$ cat src/rtl/apb_seq_pkg.sv
// Shared types and width helpers for the APB sequencing master.
// Holds the FSM state encoding, the command record and the derived-width functions.
package apb_seq_pkg;

  localparam int ADDR_W_DEF  = 8;
  localparam int DATA_W_DEF  = 8;
  localparam int DEPTH_DEF   = 16;
  localparam int TIMEOUT_DEF = 255;

  typedef enum logic [1:0] {
    IDLE   = 2'd0,
    SETUP  = 2'd1,
    ACCESS = 2'd2,
    RESP   = 2'd3
  } state_t;

  // Command record at the default widths; the top uses the same field order for its own widths.
  typedef struct packed {
    logic                  write;
    logic [ADDR_W_DEF-1:0] addr;
    logic [DATA_W_DEF-1:0] wdata;
  } cmd_t;

  function automatic int level_w(input int depth);
    return $clog2(depth) + 1;
  endfunction

  function automatic int wait_w(input int timeout);
    return $clog2(timeout + 1);
  endfunction

  function automatic int cmd_w(input int addr_w, input int data_w);
    return 1 + addr_w + data_w;
  endfunction

endpackage

$ cat src/rtl/sync_fifo.sv
// Synchronous first-word-fall-through FIFO with extra-bit pointers.
// A push while full is dropped; a pop while empty is ignored.
module sync_fifo #(
  parameter int WIDTH = 8,
  parameter int DEPTH = 16
) (
  input  logic                   clk,
  input  logic                   rst,
  input  logic                   push,
  input  logic [WIDTH-1:0]       push_data,
  input  logic                   pop,
  output logic [WIDTH-1:0]       pop_data,
  output logic                   full,
  output logic                   empty,
  output logic [$clog2(DEPTH):0] level
);

  localparam int PTR_W = $clog2(DEPTH);

  logic [WIDTH-1:0] mem [DEPTH];
  logic [PTR_W:0]   wr_ptr;
  logic [PTR_W:0]   rd_ptr;
  logic             do_push;
  logic             do_pop;

  assign do_push  = push && !full;
  assign do_pop   = pop && !empty;
  assign empty    = (wr_ptr == rd_ptr);
  assign full     = (wr_ptr[PTR_W] != rd_ptr[PTR_W]) &&
                    (wr_ptr[PTR_W-1:0] == rd_ptr[PTR_W-1:0]);
  assign level    = wr_ptr - rd_ptr;
  assign pop_data = mem[rd_ptr[PTR_W-1:0]];

  // NOTE: storage is deliberately not reset; the pointers alone define which entries are valid.
  always_ff @(posedge clk) begin
    if (do_push) mem[wr_ptr[PTR_W-1:0]] <= push_data;
  end

  // NOTE: sequential state uses non-blocking assignments so every register samples pre-edge values.
  always_ff @(posedge clk) begin
    if (rst) begin
      wr_ptr <= '0;
      rd_ptr <= '0;
    end else begin
      if (do_push) wr_ptr <= wr_ptr + (PTR_W+1)'(1);
      if (do_pop)  rd_ptr <= rd_ptr + (PTR_W+1)'(1);
    end
  end

endmodule

$ cat src/rtl/apb_seq_master.sv
// APB requester that drains a command FIFO one transfer at a time and
// returns one response per command, with a bounded wait for PREADY.
module apb_seq_master
  import apb_seq_pkg::*;
#(
  parameter int ADDR_W  = ADDR_W_DEF,
  parameter int DATA_W  = DATA_W_DEF,
  parameter int DEPTH   = DEPTH_DEF,
  parameter int TIMEOUT = TIMEOUT_DEF
) (
  input  logic                        PCLK,
  input  logic                        PRESET,
  input  logic                        cmd_valid,
  output logic                        cmd_ready,
  input  logic                        cmd_write,
  input  logic [ADDR_W-1:0]           cmd_addr,
  input  logic [DATA_W-1:0]           cmd_wdata,
  output logic                        rsp_valid,
  input  logic                        rsp_ready,
  output logic [DATA_W-1:0]           rsp_rdata,
  output logic                        rsp_write,
  output logic                        rsp_timeout,
  output logic                        PSELx,
  output logic                        PENABLE,
  output logic                        PWRITE,
  output logic [ADDR_W-1:0]           PADDR,
  output logic [DATA_W-1:0]           PWDATA,
  input  logic [DATA_W-1:0]           PRDATA,
  input  logic                        PREADY,
  output logic                        busy,
  output logic [level_w(DEPTH)-1:0]   level
);

  localparam int CMD_W  = cmd_w(ADDR_W, DATA_W);
  localparam int WAIT_W = wait_w(TIMEOUT);

  typedef struct packed {
    logic              write;
    logic [ADDR_W-1:0] addr;
    logic [DATA_W-1:0] wdata;
  } cmd_rec_t;

  state_t           state;
  state_t           state_nxt;
  cmd_rec_t         push_cmd;
  cmd_rec_t         head_cmd;
  logic [CMD_W-1:0] head_bits;
  logic             full;
  logic             empty;
  logic             push;
  logic             pop;
  logic             timeout_hit;
  logic             done;
  logic [WAIT_W-1:0] wait_cnt;

  assign push_cmd    = '{write: cmd_write, addr: cmd_addr, wdata: cmd_wdata};
  assign head_cmd    = cmd_rec_t'(head_bits);
  assign cmd_ready   = !full && !PRESET;
  assign push        = cmd_valid && cmd_ready;
  assign pop         = (state == IDLE) && !empty;
  assign timeout_hit = (wait_cnt == WAIT_W'(TIMEOUT));
  assign done        = (state == ACCESS) && (PREADY || timeout_hit);
  assign busy        = !empty || (state != IDLE);

  sync_fifo #(
    .WIDTH(CMD_W),
    .DEPTH(DEPTH)
  ) u_fifo (
    .clk      (PCLK),
    .rst      (PRESET),
    .push     (push),
    .push_data(push_cmd),
    .pop      (pop),
    .pop_data (head_bits),
    .full     (full),
    .empty    (empty),
    .level    (level)
  );

  always_ff @(posedge PCLK) begin
    if (PRESET) state <= IDLE;
    else        state <= state_nxt;
  end

  // NOTE: state_nxt is defaulted first so no path through the case leaves it unassigned (no latch).
  always_comb begin
    state_nxt = state;
    unique case (state)
      IDLE:    if (!empty)    state_nxt = SETUP;
      SETUP:                  state_nxt = ACCESS;
      ACCESS:  if (done)      state_nxt = RESP;
      RESP:    if (rsp_ready) state_nxt = IDLE;
      default:                state_nxt = IDLE;
    endcase
  end

  always_comb begin
    PSELx     = 1'b0;
    PENABLE   = 1'b0;
    rsp_valid = 1'b0;
    unique case (state)
      SETUP:   PSELx = 1'b1;
      ACCESS:  begin PSELx = 1'b1; PENABLE = 1'b1; end
      RESP:    rsp_valid = 1'b1;
      default: ;
    endcase
  end

  // Counts SETUP plus ACCESS cycles, so its value equals the current ACCESS cycle number.
  always_ff @(posedge PCLK) begin
    if (PRESET || pop) begin
      wait_cnt <= '0;
    end else if ((state == SETUP || state == ACCESS) && !timeout_hit) begin
      wait_cnt <= wait_cnt + WAIT_W'(1);
    end
  end

  always_ff @(posedge PCLK) begin
    if (PRESET) begin
      PADDR       <= '0;
      PWRITE      <= 1'b0;
      PWDATA      <= '0;
      rsp_rdata   <= '0;
      rsp_write   <= 1'b0;
      rsp_timeout <= 1'b0;
    end else begin
      if (pop) begin
        PADDR  <= head_cmd.addr;
        PWRITE <= head_cmd.write;
        PWDATA <= head_cmd.wdata;
      end
      if (done) begin
        rsp_write   <= PWRITE;
        rsp_timeout <= !PREADY;
        rsp_rdata   <= (PREADY && !PWRITE) ? PRDATA : '0;
      end
    end
  end

endmodule

$ cat config.mk
export PLATFORM = sky130hd
export DESIGN_NAME = apb_seq_master
export DESIGN_NICKNAME = d
export VERILOG_FILES = /design/src/rtl/apb_seq_pkg.sv /design/src/rtl/sync_fifo.sv /design/src/rtl/apb_seq_master.sv
export SDC_FILE = /design/constraint.sdc
export NUM_CORES = 1
export LEC_CHECK = 0
export CAP_MARGIN = 20
export CORE_ASPECT_RATIO = 0.7
export CORE_UTILIZATION = 47
export DETAILED_ROUTE_END_ITERATION = 10
export GPL_TIMING_DRIVEN = 0
export HOLD_SLACK_MARGIN = 0.02
export SLEW_MARGIN = 20
export SYNTH_ARGS = -nofsm -noshare
export SYNTH_HDL_FRONTEND = slang
export SYNTH_SLANG_ARGS = --single-unit
$ cat constraint.sdc
create_clock -name PCLK -period 5.7 [get_ports PCLK]
set_clock_uncertainty 0.1 [all_clocks]
set_input_delay 0.57 -clock PCLK [delete_from_list [all_inputs] [get_ports PCLK]]
set_output_delay 0.57 -clock PCLK [all_outputs]
set_load 0.1 [all_outputs]
======== Word level (Yosys, flattened, before mapping) ========
Memory sizes are Yosys's and may differ from the RTL's. A register that Yosys moved wholly into a read port is not among the register bits.
Cells that the tools add are included.
storage, ports and cells
  output and inout port bits .............. 37
  logic and storage cells ................. 55
  memories ................................ 1
  memory bits (writable) .................. 272
  flip-flop bits (word level) ............. 30
  input port bits ......................... 30
memories
  memory      depth  width  read ports  clocked after Yosys merged registers in  wr ports  RTL line         source
  u_fifo.mem  16     17     1           1                                        1         sync_fifo.sv:20  logic [WIDTH-1:0] mem [DEPTH];
cells by class
  add/sub/neg operators ................... 4
  multiplexer cells ....................... 10
  eq/ne operators ......................... 10
  reductions and logical operators ........ 23
operator list
  operator                                              number
  adder 5 x 1 -> 5 bit (second input constant)          2
  logical AND 1 bit                                     9
  adder 8 x 1 -> 8 bit (second input constant)          1
  equality test 8 bit (second input constant)           1
  2-to-1 mux 8 bit                                      1
  case mux 2 bit (4 select lines)                       1
  logical NOT 1 bit                                     6
  2-to-1 mux 2 bit                                      3
  != test 2 bit (second input constant)                 3
  equality test 5 bit                                   1
  2-to-1 mux 1 bit                                      5
  subtractor 5 bit                                      1
  equality test 2 bit (second input constant)           2
  equality test 4 bit                                   1
  logical OR 1 bit                                      4
  AND reduction 3 bit                                   1
  equality test 2 x 1 -> 1 bit (second input constant)  1
  logical NOT 2 bit                                     1
  nonzero test 2 bit                                    1
  OR reduction 2 bit                                    1
  != test 1 bit                                         1

======== Depth between registers and ports, before layout ========
  word-level depth ........................ 8
  mapped depth ............................ 12
  gate-level depth less buffers ........... 7

======== Modules after synthesis ========
From an unflattened synthesis, not the netlist that was laid out.
unflattened totals
  cell total of the unflattened synthesis .. 705
  area, all modules ....................... 12,610.8 um2
by module, submodules not included
  module          cells each  area an instance (um2)  times used
  sync_fifo       524         11,030.6                1
  apb_seq_master  181         1,580.3                 1

======== Least setup slack after synthesis ========
OpenSTA, ideal clock, no wires.
  path kind ............................... register to register
  start ................................... register u_fifo.rd_ptr[1]
  end ..................................... memory u_fifo.mem[0][0] (netlist bit), enable pin
  stages on the path, launching flop included .. 12
  path slack .............................. 1,744 ps
  arrival ................................. 3,443 ps
  required time ........................... 5,188 ps
  period minus slack after synthesis ...... 3,956 ps
  setup time .............................. 412 ps
  cell sequence ........................... dfxtp_1 > buf_6 > buf_8 > buf_6 > buf_6 > inv_1 > ha_1 > and4_1 > buf_2 > a211oi_4 > nand2_1 > nor3_1
between the ends
  cells in the longest elaborated chain, start to end .. 8
ends and longest elaborated chain
  element                                   RTL line                               source
  start: declaration                        sync_fifo.sv:22                        logic [PTR_W:0] rd_ptr;
  start signal: assignment                  sync_fifo.sv:46                        if (do_pop) rd_ptr <= rd_ptr + (PTR_W+1)'(1);
  equality test 4 bit *                     sync_fifo.sv:30                        (wr_ptr[PTR_W-1:0] == rd_ptr[PTR_W-1:0]);
  logical AND 1 bit *                       sync_fifo.sv:29                        assign full = (wr_ptr[PTR_W] != rd_ptr[PTR_W]) &&
  logical NOT 1 bit *                       sync_fifo.sv:26, apb_seq_master.sv:58
  logical AND 1 bit                         apb_seq_master.sv:58                   assign cmd_ready = !full && !PRESET;
  logical AND 1 bit                         apb_seq_master.sv:59                   assign push = cmd_valid && cmd_ready;
  logical AND 1 bit *                       sync_fifo.sv:26                        assign do_push = push && !full;
  2-to-1 mux 1 bit *                        sync_fifo.sv:36                        if (do_push) mem[wr_ptr[PTR_W-1:0]] <= push_data;
  2-to-1 mux 1 bit (implied by the code) *  sync_fifo.sv:36
  end: declaration                          sync_fifo.sv:20
Every way passes the cells marked *; elsewhere a longest branch is shown, timed or not.

======== Final worst setup path ========
  start ................................... register u_fifo.rd_ptr[1]
  end ..................................... output level[4]
between the ends
  cells in the longest elaborated chain, start to end .. 1
ends and longest elaborated chain
  element           RTL line              source
  subtractor 5 bit  sync_fifo.sv:31       assign level = wr_ptr - rd_ptr;
  end: declaration  apb_seq_master.sv:31  output logic [level_w(DEPTH)-1:0] level
Every way passes these cells.

==> flow_summary_export.csv <==
group,metric,value,unit
die,rows,49,
die,initial_utilization,0.4862,
routing,detail-route-antenna-nets,0,
clocking,cts_buffers,30,
routing,drt_wl_total,28620,um
clocking,postCtsSetupRepairBufs,0,
layout,fin_area,15040,sq um
setup_path,cp_slowest_cell,"clkdlybuf4s50_1",
logic_synthesis,synthArstFlopShare,0,
logic_synthesis,synth_top_area_cell,"edfxtp_1",
sta,min_period_over_period,0.8169,
die,core,26060,sq um
setup_path,crit_path_frequent_cell,"buf_6",
routing,drt-met1-wl,13200,um
clocking,cts.repair.resized,0,
routing,drc,0,
clocking,clk_path_buf_depth,3,
die,dieHeight,139.4,um
clocking,cts.clk_slew.worst_paths,60,ps
die,dieArea,27630,sq um
sta,drv_slew,0,
logic_synthesis,yosysSeqAreaShare,0.7190,
layout,drive_gt1_frac,0.1813,
setup_path,critPathMaxFanout,10,
grt,grt_pass1_wl,43560,um
grt,antenna_found_initial,0,
grt,grtUsageTotal,0.2130,
setup_path,crit_path_start_kind,"register",
grt,grt_max_degree,18,
logic_synthesis,synth_area_leaders,"edfxtp_1 (64%), dfxtp_1 (7.4%), mux4_2 (6.0%), mux2i_1 (5.6%), o22ai_1 (1.7%)",
power_and_ir_drop,ir_drop,0.3657,mV
logic_synthesis,synth-seq-cells,319,
routing,dr.pass1.iters,5,
routing,wl_met3,1428,um
setup_path,crit_path_max_incr_delay,1150,ps
layout,multi_input_area,3343,sq um
layout,nets,910,
grt,grt_pass1_vias,7311,
layout,layout.area.seq,9109,sq um
sta,rsz0062_at_grt,"false",
sta,hold_viol,0,
placement,placed_area,14030,sq um
logic_synthesis,synth_edf_count,272,
setup_path,crit_required,5030,ps
logic_synthesis,yosysUniqueCellTypes,49,
hold_path,hold_class,"reg -> reg",
sta,worst_pin_slew,1008,ps
power_and_ir_drop,power_density,443.8,nW/um^2
logic_synthesis,synth_common_cells,"edfxtp_1 (272), mux2i_1 (71), dfxtp_1 (47)",
clocking,insertion_delay,560,ps
sta,setup_tns,0,ps
clocking,clock-root-buffer,"clkbuf_16",
routing,topRoutingLayerUsed,"met4",
logic_synthesis,yosysWarnings,0,
clocking,htreeDepth,1,
clocking,clock_sinks,319,
placement,routabilityCongestion,0.7901,
grt,grt-ovfl-total,0,
routing,dr_wl_met2,13510,um
routing,vias_per_cell,5.605,
placement,dp_hpwl,19540,um
setup_path,cp-end-kind,"output port",
routing,dr_total_vias,6978,
layout,area_growth,18.76,%
logic_synthesis,netlist.area_leader.share,0.6447,
layout,fillers,1994,
layout,insertedDiodeCount,0,
die,ios,67,
logic_synthesis,synth.most_common_cell,"edfxtp_1",
sta,fmax,0.2148,GHz
setup_path,path_class,"reg -> out",
clocking,cts_tree,"yes",
sta,slew_headroom,0.3259,
clocking,hold_buffers,0,
logic_synthesis,synth_cells,749,
run_status,outcome,"finished clean",
routing,drtIter0Drc,549,
sta,finalSetupViolCount,0,
logic_synthesis,syn_nets,794,
sta,fin_crit,4656,ps
logic_synthesis,synth-main-ff-cell,"edfxtp_1",
logic_synthesis,avgSynthCellArea,16.91,sq um
power_and_ir_drop,leakage,4.803,nW
routing,routedWlPerCell,22.99,um
placement,port_buffers,65,
setup_path,critPathArrivalTime,3990,ps
flow_run,drv_cap,0,
die,die_w,198.2,um
logic_synthesis,synth_area,12670,sq um
setup_path,crit_chain,"buf_6, buf_8, buf_6, buf_6, inv_1, fa_1, a21o_1, a21oi_1, xnor2_1, clkdlybuf4s50_1",
-- path summary, 6_finish.rpt --
kind	from	endpoint	slack [ps]	cells past startpoint
max	u_fifo.rd_ptr[1]$_SDFFE_PP0P_	level[4]	1040	10
min	rsp_rdata[1]$_SDFFE_PP0P_	rsp_rdata[1]$_SDFFE_PP0P_	380	2
max reg2reg	u_fifo.rd_ptr[1]$_SDFFE_PP0P_	u_fifo.mem[1][6]$_DFFE_PP_	1680	12
min reg2reg	rsp_rdata[1]$_SDFFE_PP0P_	rsp_rdata[1]$_SDFFE_PP0P_	380	2
-- critical path, delay by kind of cell (launching register included) --
family,cells,cell delay (ps)
buffers and inverters,6,2070
XOR/XNOR,1,140
flip-flops,1,380
adder cells (fa/ha/maj),1,470
AO/OA/AOI/OAI,2,370
-- where the power goes --
group,leakage (nW),internal (mW),switching [mW]
Combinational,1.47,0.586,1.35
Sequential,2.83,2.63,0.0732
Clock,0.502,1.20,0.841
Total,4.80,4.41,2.26
-- cells in the final DEF (no fill, tap or decap), types with 7 or more instances in the layout --
master and instances:
edfxtp_1 272, mux2i_1 71, clkdlybuf4s50_1 65, dfxtp_1 47, a21oi_1 34, mux4_2 34
o22ai_1 34, clkbuf_16 31, nand2_1 30, o21ai_0 28, mux2_2 17, nor3_1 17
buf_6 16, clkbuf_1 15, nor2_1 15, inv_1 14, buf_2 14, ha_1 14
xnor2_1 11, nor2_2 9, nand4b_1 8, clkinv_2 7
-- stage by stage --
| step | utilization | hold slack, ps | worst slack [ps] | instances | total power [mW] |
|---|---|---|---|---|---|
| after floorplan | - | 367.7 | 1744 | 749 | 4.175 |
| after global routing | 0.5774 | 399.2 | 811.9 | 1245 | 6.896 |
| after global placement | 0.5283 | 352.2 | 119.2 | 1171 | 4.638 |
| after CTS | 0.5774 | 383.4 | 991.6 | 1245 | 6.715 |
| final | 0.5774 | 384.1 | 1044 | 1245 | 6.676 |
| after detailed placement | 0.5383 | 374.9 | 1587 | 1190 | 4.681 |
-- sequential cells by signal (all words and copies together), names as in the netlist --
signal	flops
u_fifo.mem	272
PADDR	8
PWDATA	8
rsp_rdata	8
wait_cnt	8
u_fifo.rd_ptr	5
u_fifo.wr_ptr	5
state	2
PWRITE	1
rsp_timeout	1
rsp_write	1
-- metal layers --
layer,global-route usage,up-vias
li1,-,3176
met1,0.3080,3543
met2,0.3407,213
met3,0.03442,46
met4,0.04733,0
met5,0,-
-- cells by family (layout without fill, tap and decap cells) --
| logic type | count (synthesis) | count (layout) | synth area share |
|---|---|---|---|
| multiplexers | 122 | 122 | 0.1317 |
| buffers and inverters | 53 | 192 | 0.02163 |
| flip-flops | 319 | 319 | 0.7190 |
| AND/OR/NAND/NOR | 106 | 106 | 0.04207 |
| XOR/XNOR | 17 | 17 | 0.01235 |
| AO/OA/AOI/OAI | 117 | 117 | 0.05788 |
| adder cells (fa/ha/maj) | 15 | 15 | 0.01541 |
-- area by class of cell --
type	count	share of cell area
Buffer	38	0.01447
Clock buffer	38	0.05464
Clock inverter	17	0.01306
Inverter	15	0.003743
Multi-Input combinational cell	377	0.2222
Sequential cell	319	0.6055
Tap cell	357	0.02969
Timing Repair Buffer	84	0.05672
(Power assumes the default switching activity.)
